--- src/rtl/ks_pkg.sv ---
// Karplus-Strong pluck controller shared types.
// State enum, LFSR constants and step helper.
package ks_pkg;

  localparam int DW_DEF = 16;

  localparam logic [15:0] LFSR_TAPS    = 16'hB400;
  localparam logic [15:0] DEFAULT_SEED = 16'hACE1;

  typedef enum logic [1:0] {
    IDLE,
    BURST,
    RING
  } state_e;

  function automatic logic [15:0] lfsr_step(
    input logic [15:0] s
  );
    return (s >> 1) ^ (s[0] ? LFSR_TAPS : 16'h0);
  endfunction

  function automatic logic [15:0] fix_seed(
    input logic [15:0] s
  );
    return (s == 16'h0) ? DEFAULT_SEED : s;
  endfunction

endpackage

--- src/rtl/ks_lfsr16.sv ---
// 16-bit right-shifting Galois LFSR.
// Advances once per enable; an all-zero seed is remapped.
module ks_lfsr16
  import ks_pkg::*;
#(
  parameter logic [15:0] SEED = DEFAULT_SEED
) (
  input  logic        clk,
  input  logic        rst_n,
  input  logic        en_i,
  output logic [15:0] state_o
);

  localparam logic [15:0] SEED_OK = fix_seed(SEED);

  logic [15:0] lfsr_q;
  logic [15:0] lfsr_d;

  assign lfsr_d  = lfsr_step(lfsr_q);
  assign state_o = lfsr_q;

  // shift register, stepped on enable
  always_ff @(posedge clk or negedge rst_n) begin
    if (!rst_n) begin
      lfsr_q <= SEED_OK;
    end else if (en_i) begin
      lfsr_q <= lfsr_d;
    end
  end

endmodule

--- src/rtl/ks_pluck_ctrl.sv ---
// Karplus-Strong excitation and feedback controller.
// Noise burst for one line length, then damped two-tap feedback.
module ks_pluck_ctrl
  import ks_pkg::*;
#(
  parameter int          DW          = DW_DEF,
  parameter int          DELAY_LEN   = 328,
  parameter int          CLK_DIV     = 1024,
  parameter int          DECAY_SHIFT = 8,
  parameter logic [15:0] LFSR_SEED   = 16'hACE1
) (
  input  logic          m_clk,
  input  logic          sclr_n,
  input  logic          pluck,
  input  logic          mute,
  input  logic [3:0]    atten,
  input  logic [DW-1:0] q,
  output logic          sample_en,
  output logic [DW-1:0] dnoise,
  output logic [DW-1:0] dfilter,
  output logic          trigger,
  output logic          busy
);

  localparam int DIVW = (CLK_DIV > 1) ? $clog2(CLK_DIV) : 1;
  localparam int CW   = (DELAY_LEN > 1) ? $clog2(DELAY_LEN) : 1;

  localparam logic [DIVW-1:0] DIV_LAST = DIVW'(CLK_DIV - 1);
  localparam logic [CW-1:0]   CNT_LAST = CW'(DELAY_LEN - 1);

  logic [DIVW-1:0] div_q;
  logic            tick;
  logic            sample_en_q;
  logic            pend_q;
  logic            pend_now;
  state_e          state_q;
  state_e          state_d;
  logic [CW-1:0]   cnt_q;
  logic            trigger_q;
  logic            busy_q;
  logic [DW-1:0]   dnoise_q;
  logic [DW-1:0]   dfilter_q;
  logic [DW-1:0]   qprev_q;
  logic [15:0]     lfsr_state;
  logic [15:0]     lfsr_nxt;

  logic signed [DW-1:0] noise_s;
  logic signed [DW:0]   sum_s;
  logic signed [DW-1:0] avg_s;
  logic signed [DW-1:0] filt_s;

  assign tick = (div_q == DIV_LAST);

  // sample divider and registered write strobe
  always_ff @(posedge m_clk or negedge sclr_n) begin
    if (!sclr_n) begin
      div_q       <= '0;
      sample_en_q <= 1'b0;
    end else begin
      sample_en_q <= tick;
      div_q       <= tick ? '0 : div_q + DIVW'(1);
    end
  end

  // pluck latch; a pluck while muted is dropped
  always_ff @(posedge m_clk or negedge sclr_n) begin
    if (!sclr_n) begin
      pend_q <= 1'b0;
    end else if (tick) begin
      pend_q <= 1'b0;
    end else if (pluck && !mute) begin
      pend_q <= 1'b1;
    end
  end

  assign pend_now = pend_q | (pluck & ~mute);

  // next state; mute overrides everything
  always_comb begin
    state_d = state_q;
    unique case (1'b1)
      mute: state_d = IDLE;
      !mute && state_q == IDLE && pend_now:
        state_d = BURST;
      !mute && state_q == BURST && cnt_q == CNT_LAST:
        state_d = RING;
      !mute && state_q == RING && pend_now:
        state_d = BURST;
      default: ;
    endcase
  end

  // FSM state, burst counter and registered flags
  always_ff @(posedge m_clk or negedge sclr_n) begin
    if (!sclr_n) begin
      state_q   <= IDLE;
      cnt_q     <= '0;
      trigger_q <= 1'b0;
      busy_q    <= 1'b0;
    end else if (tick) begin
      state_q   <= state_d;
      trigger_q <= (state_d == BURST);
      busy_q    <= (state_d != IDLE);
      if (state_d == BURST && state_q == BURST) begin
        cnt_q <= cnt_q + CW'(1);
      end else begin
        cnt_q <= '0;
      end
    end
  end

  ks_lfsr16 #(
    .SEED (LFSR_SEED)
  ) u_lfsr (
    .clk     (m_clk),
    .rst_n   (sclr_n),
    .en_i    (tick),
    .state_o (lfsr_state)
  );

  assign lfsr_nxt = lfsr_step(lfsr_state);
  assign noise_s  = DW'($signed(lfsr_nxt));

  assign sum_s  = {q[DW-1], q} + {qprev_q[DW-1], qprev_q};
  assign avg_s  = sum_s[DW:1];
  assign filt_s = avg_s - (avg_s >>> DECAY_SHIFT);

  // noise and feedback datapath, refreshed per sample
  always_ff @(posedge m_clk or negedge sclr_n) begin
    if (!sclr_n) begin
      dnoise_q  <= '0;
      dfilter_q <= '0;
      qprev_q   <= '0;
    end else if (tick) begin
      dnoise_q  <= noise_s >>> atten;
      dfilter_q <= (state_d == IDLE) ? '0 : filt_s;
      qprev_q   <= q;
    end
  end

  assign sample_en = sample_en_q;
  assign dnoise    = dnoise_q;
  assign dfilter   = dfilter_q;
  assign trigger   = trigger_q;
  assign busy      = busy_q;

endmodule

--- config.mk ---
export PLATFORM = sky130hd
export DESIGN_NAME = ks_pluck_ctrl
export DESIGN_NICKNAME = d
export VERILOG_FILES = /design/src/rtl/ks_pkg.sv /design/src/rtl/ks_lfsr16.sv /design/src/rtl/ks_pluck_ctrl.sv
export SDC_FILE = /design/constraint.sdc
export NUM_CORES = 1
export LEC_CHECK = 0
export CORE_MARGIN = 2
export CORE_UTILIZATION = 30
export CTS_BUF_LIST = sky130_fd_sc_hd__clkbuf_8
export CTS_CLUSTER_DIAMETER = 30
export CTS_CLUSTER_SIZE = 10
export DETAILED_ROUTE_END_ITERATION = 8
export PLACE_DENSITY = 0.58
export SYNTH_ARGS = -nofsm -noshare
export SYNTH_HDL_FRONTEND = slang
export SYNTH_SLANG_ARGS = --single-unit
--- constraint.sdc ---
create_clock -name m_clk -period 7.9 [get_ports m_clk]
set_input_delay 1.185 -clock m_clk [delete_from_list [all_inputs] [get_ports m_clk]]
set_output_delay 1.185 -clock m_clk [all_outputs]
set_load 0.01 [all_outputs]
; Yosys cells after proc, flatten, opt, wreduce, memory -nomap -nowiden
; Index checks and enable logic that the tools add are counted.
[totals]
ff_bits = 89
latch_bits = 0
ram_bits = 0
rom_bits = 0
input_bits = 24
wordCells = 46
memories = 0
[op_classes]
add_sub_neg = 4
n_mul = 0
div = 0
magnitude_cmp = 0
eq_ne = 5
n_shift = 1
mux = 7
bitwise = 4
reduce_logical = 14
[op_table]
columns = operator, n
row1 = 16-bit 2-to-1 mux, 2
row2 = 16-bit by 16-bit adder with 17-bit output, 1
row3 = 16-bit by 4-bit >>> shifter with 16-bit output, 1
row4 = 16-bit by 8-bit subtractor with 16-bit output, 1
row5 = 15-bit by 16-bit bitwise XOR with 16-bit output, 1
row6 = "10-bit by 1-bit adder with 10-bit output, second input constant", 1
row7 = "10-bit == test, second input constant", 1
row8 = 10-bit 2-to-1 mux, 1
row9 = "9-bit by 1-bit adder with 9-bit output, second input constant", 1
row10 = "9-bit == test, second input constant", 1
row11 = 9-bit 2-to-1 mux, 1
row12 = 1-bit logical AND, 8
row13 = 2-bit one-hot mux with 3 select lines, 1
row14 = "2-bit by 1-bit == test with 1-bit output, second input constant", 2
row15 = 2-bit zero test, 2
row16 = 2-bit nonzero test, 2
row17 = "2-bit == test, second input constant", 1
row18 = 1-bit 2-to-1 mux, 2
row19 = 2-bit OR reduction, 1
row20 = 1-bit AND, 1
row21 = 1-bit zero test, 1
row22 = 1-bit inverter, 1
row23 = 1-bit OR, 1

; Longest topological paths before layout
[depth]
word_depth = 9
ltp_mapped = 22
depth_no_buf = 22

; By module
; A second synthesis with hierarchy kept.
[hier_totals]
cells_unflattened = 641
area_unflattened_um2 = 5824.3
[by_module_without_submodules]
columns = mod, instances, cells_each, area_per_inst_um2, seq_area_each_um2
row1 = ks_pluck_ctrl, 1, 588, 5071.1, 1826.8
row2 = ks_lfsr16, 1, 53, 753.2, 410.4

; Least setup slack after synthesis
; No wires, ideal clock.
[synth_path]
kind = input port to flip-flop
from = input port q[1]
to = register dfilter_q[14], in the netlist dfilter[14]
t_arrival_ps = 4832
setup_slack_ps = 2938
path_stages = 22
n_path_buf = 0
path_cell_list = inv_1 fa_1 nand2b_1 a211oi_1 nor2_1 o21ai_0 a21o_1 a21o_1 a21oi_1 o21bai_1 xnor2_1 ha_1 nand3_1 o211ai_1 o41ai_1 nand2b_1 nand4b_1 nand3_2 a21oi_1 o221ai_2 xnor2_1 o21ai_1
[synth_via]
elab_chain_cells = 3
[synth_rtl]
columns = item, line
row1 = "start, declared", ks_pluck_ctrl.sv:17  ; input logic [DW-1:0] q,
row2 = 16-bit by 16-bit adder with 17-bit output, ks_pluck_ctrl.sv:124  ; assign sum_s = {q[DW-1], q} + {qprev_q[DW-1], qprev_q};
row3 = 16-bit by 8-bit subtractor with 16-bit output, ks_pluck_ctrl.sv:126  ; assign filt_s = avg_s - (avg_s >>> DECAY_SHIFT);
row4 = 16-bit 2-to-1 mux, ks_pluck_ctrl.sv:136  ; dfilter_q <= (state_d == IDLE) ? '0 : filt_s;
row5 = "end signal, assigned", ks_pluck_ctrl.sv:136
row6 = "end, declared", ks_pluck_ctrl.sv:42  ; logic [DW-1:0] dfilter_q;
; Every way passes these cells.
; A chain may end at the register's enable or synchronous reset.

; Final worst setup path
; Ends and elaborated chain as after synthesis.

==> results.md <==
- CTS-repair resized insts: 0
- Syn Area/Cell: 8.46 sq um
- Final GP Congestion: slightly below 0.8
- Max Cap Viol: 0
- Post-CTS Hold Fix Bufs: 0
- Syn Std Cell Area: 5680 sq um
- Synth Area in Simple Gates: between 20% and 30%
- Fraction of layout cells with a size suffix above 1: 7.23%
- Iteration count of the initial detailed-routing pass: 4
- Clock latency at the later pin of the worst-skew pair: 0.39 ns
- Post-Syn Nets: 727
- CTS tree: yes
- Worst Path Required: 8.16 ns
- Fin crit share: between 60% and 70%
- Sinks on Clock Net: 89
- Die width: 142 um
- RSZ-0062 raised after global routing: no
- Slew Limit Fails: 0
- Fmax: 181 MHz
- ANT cells: 0
- CTS clk-pin slew, worst paths: ~0.10 ns
- Antenna violations before repair: 0
- Synth Flop Type: dfrtp_1
- Routed Antenna Nets: 0
- Sum Neg Setup Slack: 0 ns
- Pre-CTS worst setup slack: 2.03 ns
- Number of nets in the layout: 770
- Register area share after synthesis: 39.4%
- Setup Fix Bufs, Post-CTS: 0
- CP Max Fanout: 5
- Via count: 4655
- Max H-tree Level: 3
- GR Overflow Total: 0
- R2r setup slk: 3.35 ns
- Worst-margin pin slew: between 0.9 and 1 ns
- Pin count of the biggest net entering global routing: roughly 90
- GRT Util Overall: a little over an eighth
- Longest Clk Path Bufs: 2
- Finished Cell Area: roughly 6700 sq um
- Main combinational cell family by area after synthesis: simple AND/OR/NAND/NOR gates
- Mux cell area share after synthesis: 4.61%
- Final hold vios: 0
- Final Setup Violations: 0
- Adder-cell share of the synthesized area: 7.32%
- Initial Util: 30.5%
- Die area: 20000 sq um
- Inserted Clock Buffers: 9
- Routed vias/inst: 4.88
- I/O pin cnt: between 50 and 60
- Critical path type: in -> reg
- DR WL/cell: 13.6 um
- HP Class: reg -> reg
- FP Rows: 50
- Core region area: 18600 sq um
- Post-route setup slack: 2.39 ns
- Sequential Area: 2240 sq um
- Leak pwr: roughly 3 nW
- Buffers on Ports: 58
- DR DRC count: 0
- Post-synth EDFFs: 0
- Area of placed instances: 6460 sq um
- Fin cells: 953
- Synth unique cells: 63
- Worst Setup End Kind: flop
- Seq cells post-synth: 89
- Die H: 142 um
- Post-Synth XOR/XNOR Area: under 10%
- Minimum clock period: 5.51 ns
- Startpoint types: primary input
- Final wirelength: 13.0 mm
- PwrDens: around 150 nW/um^2
- Gate Count Post-Synth: 671
- CTS root buf: clkbuf_8
- FFs w/ async S/R, synth: 100%
- Vias in the first global route: 4366
- Global-route wire length before repair: 22.0 mm
- DP HPWL: around 9.4 mm
- Multi-input gate area: roughly 3200 sq um
- Worst VDD drop: approximately 74 uV
- Drt initial violations: 272
- Critical Path AT: 5.77 ns
- # fillers: a little under 2000
- Area delta synth->final: 17.3%
- Rel. slew slack: 39.2%
- Compound-Gate Fraction of Synth Area: 17.7%
- Placed insts: 937
- Status: completed
- Yosys warns: 0
- Final Skew: 0.0123 ns
cell usage in the layout (no fill, tap or decap), drive strengths merged, types with 3 or more instances in the layout:
cell type and count:
a211oi 9, a21o 8, a21oi 42, a31oi 3, and2 6, and3 6
buf 4, clkbuf 9, clkdlybuf4s50 57, clkinv 3, dfrtp 81, dfstp 8
ha 30, inv 29, mux2 8, mux2i 10, mux4 3, nand2 159
nand2b 7, nand3 18, nand4 9, nor2 51, nor3 8, o211ai 3
o21ai 66, o311ai 3, o31ai 4, o41ai 3, xnor2 23, xor2 15
where the power goes:
group | total, W | internal [W] | switching (W)
Sequential | 0.000456 | 0.000456 | 0.000000484
Combinational | 0.000208 | 0.0000868 | 0.000121
Clock | 0.000327 | 0.000148 | 0.000179
Total | 0.000992 | 0.000690 | 0.000301
metrics by stage:
stage               utilization [%]  power [W]  hold slack (ns)
floorplan                         -   0.000615            0.447
global placement               34.7   0.000675            0.452
detailed placement             34.7   0.000675            0.464
CTS                            35.7    0.00101            0.482
global route                   35.7    0.00105            0.508
finish                         35.7   0.000992            0.477
worst max-delay path: stages:
cell and delay (ns):
clkdlybuf4s50_1 0.50, inv_1 0.07, fa_1 0.45, nand2b_1 0.20, a211oi_1 0.27, nor2_1 0.11
o21ai_0 0.29, a21o_1 0.16, a21o_1 0.13, a21oi_1 0.07, o21bai_1 0.15, xnor2_1 0.19
ha_1 0.34, nand3_1 0.11, o211ai_1 0.11, o41ai_1 0.38, nand2b_1 0.18, nand4b_1 0.13
nand3_2 0.13, a21oi_1 0.26, o221ai_2 0.13, xnor2_1 0.16, o21ai_1 0.07
cell families (layout without fill, tap and decap cells):
kind of cell,count (synthesis),after routing
flops,89,89
buf+inv,55,103
mux,21,21
xor+xnor,38,38
simple gates,279,279
fa+ha+maj,32,32
compound gates,157,157
sequential cells by signal, indices dropped and copies added (netlist names):
| register | count |
|---|---|
| dfilter | 16 |
| trigger | 1 |
| dnoise | 16 |
| state_q | 2 |
| u_lfsr.state_o | 16 |
| sample_en | 1 |
| cnt_q | 9 |
| busy | 1 |
| div_q | 10 |
| qprev_q | 16 |
| pend_q | 1 |
cell usage after synthesis (4+ instances only):
| cell type | instances | area [sq um] |
|---|---|---|
| nor2_1 | 51 | 191 |
| o31ai_1 | 4 | 30.0 |
| nand2_1 | 158 | 593 |
| a21o_1 | 8 | 60.1 |
| o21ai_1 | 10 | 50.1 |
| ha_1 | 30 | 375 |
| nor3_1 | 8 | 40.0 |
| and2_1 | 6 | 37.5 |
| nand3_1 | 17 | 85.1 |
| nand2b_1 | 7 | 43.8 |
| nand4_1 | 9 | 56.3 |
| a21oi_2 | 4 | 35.0 |
| dfstp_2 | 8 | 210 |
| mux2_2 | 7 | 78.8 |
| clkbuf_1 | 25 | 93.8 |
| xor2_1 | 15 | 131 |
| dfrtp_1 | 81 | 2030 |
| inv_1 | 26 | 97.6 |
| xnor2_1 | 23 | 201 |
| and3_1 | 6 | 37.5 |
| a211oi_1 | 9 | 67.6 |
| a21oi_1 | 38 | 190 |
| o21ai_0 | 56 | 280 |
| mux2i_1 | 10 | 100 |
final cells by class:
type	instances	area share, %
repair buffers	61	9.02
clock buffers	9	1.86
clock inverters	7	1.09
inverters	26	1.47
well taps	234	4.40
multi-input cells	527	48.6
flip-flops and latches	89	33.6
per-layer routing:
layer / GRT usage [%] / wire (um)
met5: 0 / 0
met4: 3.79 / 146
met3: 3.21 / 401
met2: 21.8 / 6000
met1: 18.9 / 6460
path summary, 6_finish.rpt:
check	to	cells past startpoint	from
setup reg to reg	dfilter[14]	22	qprev_q[0]
hold reg to reg	u_lfsr.state_o[5]	2	u_lfsr.state_o[6]
hold / removal	u_lfsr.state_o[5]	2	u_lfsr.state_o[6]
min in group asynchronous	trigger	1	sclr_n
setup / recovery	dfilter[14]	23	q[1]
max in group asynchronous	dfilter[4]	2	sclr_n
(Power assumes the default switching activity.)
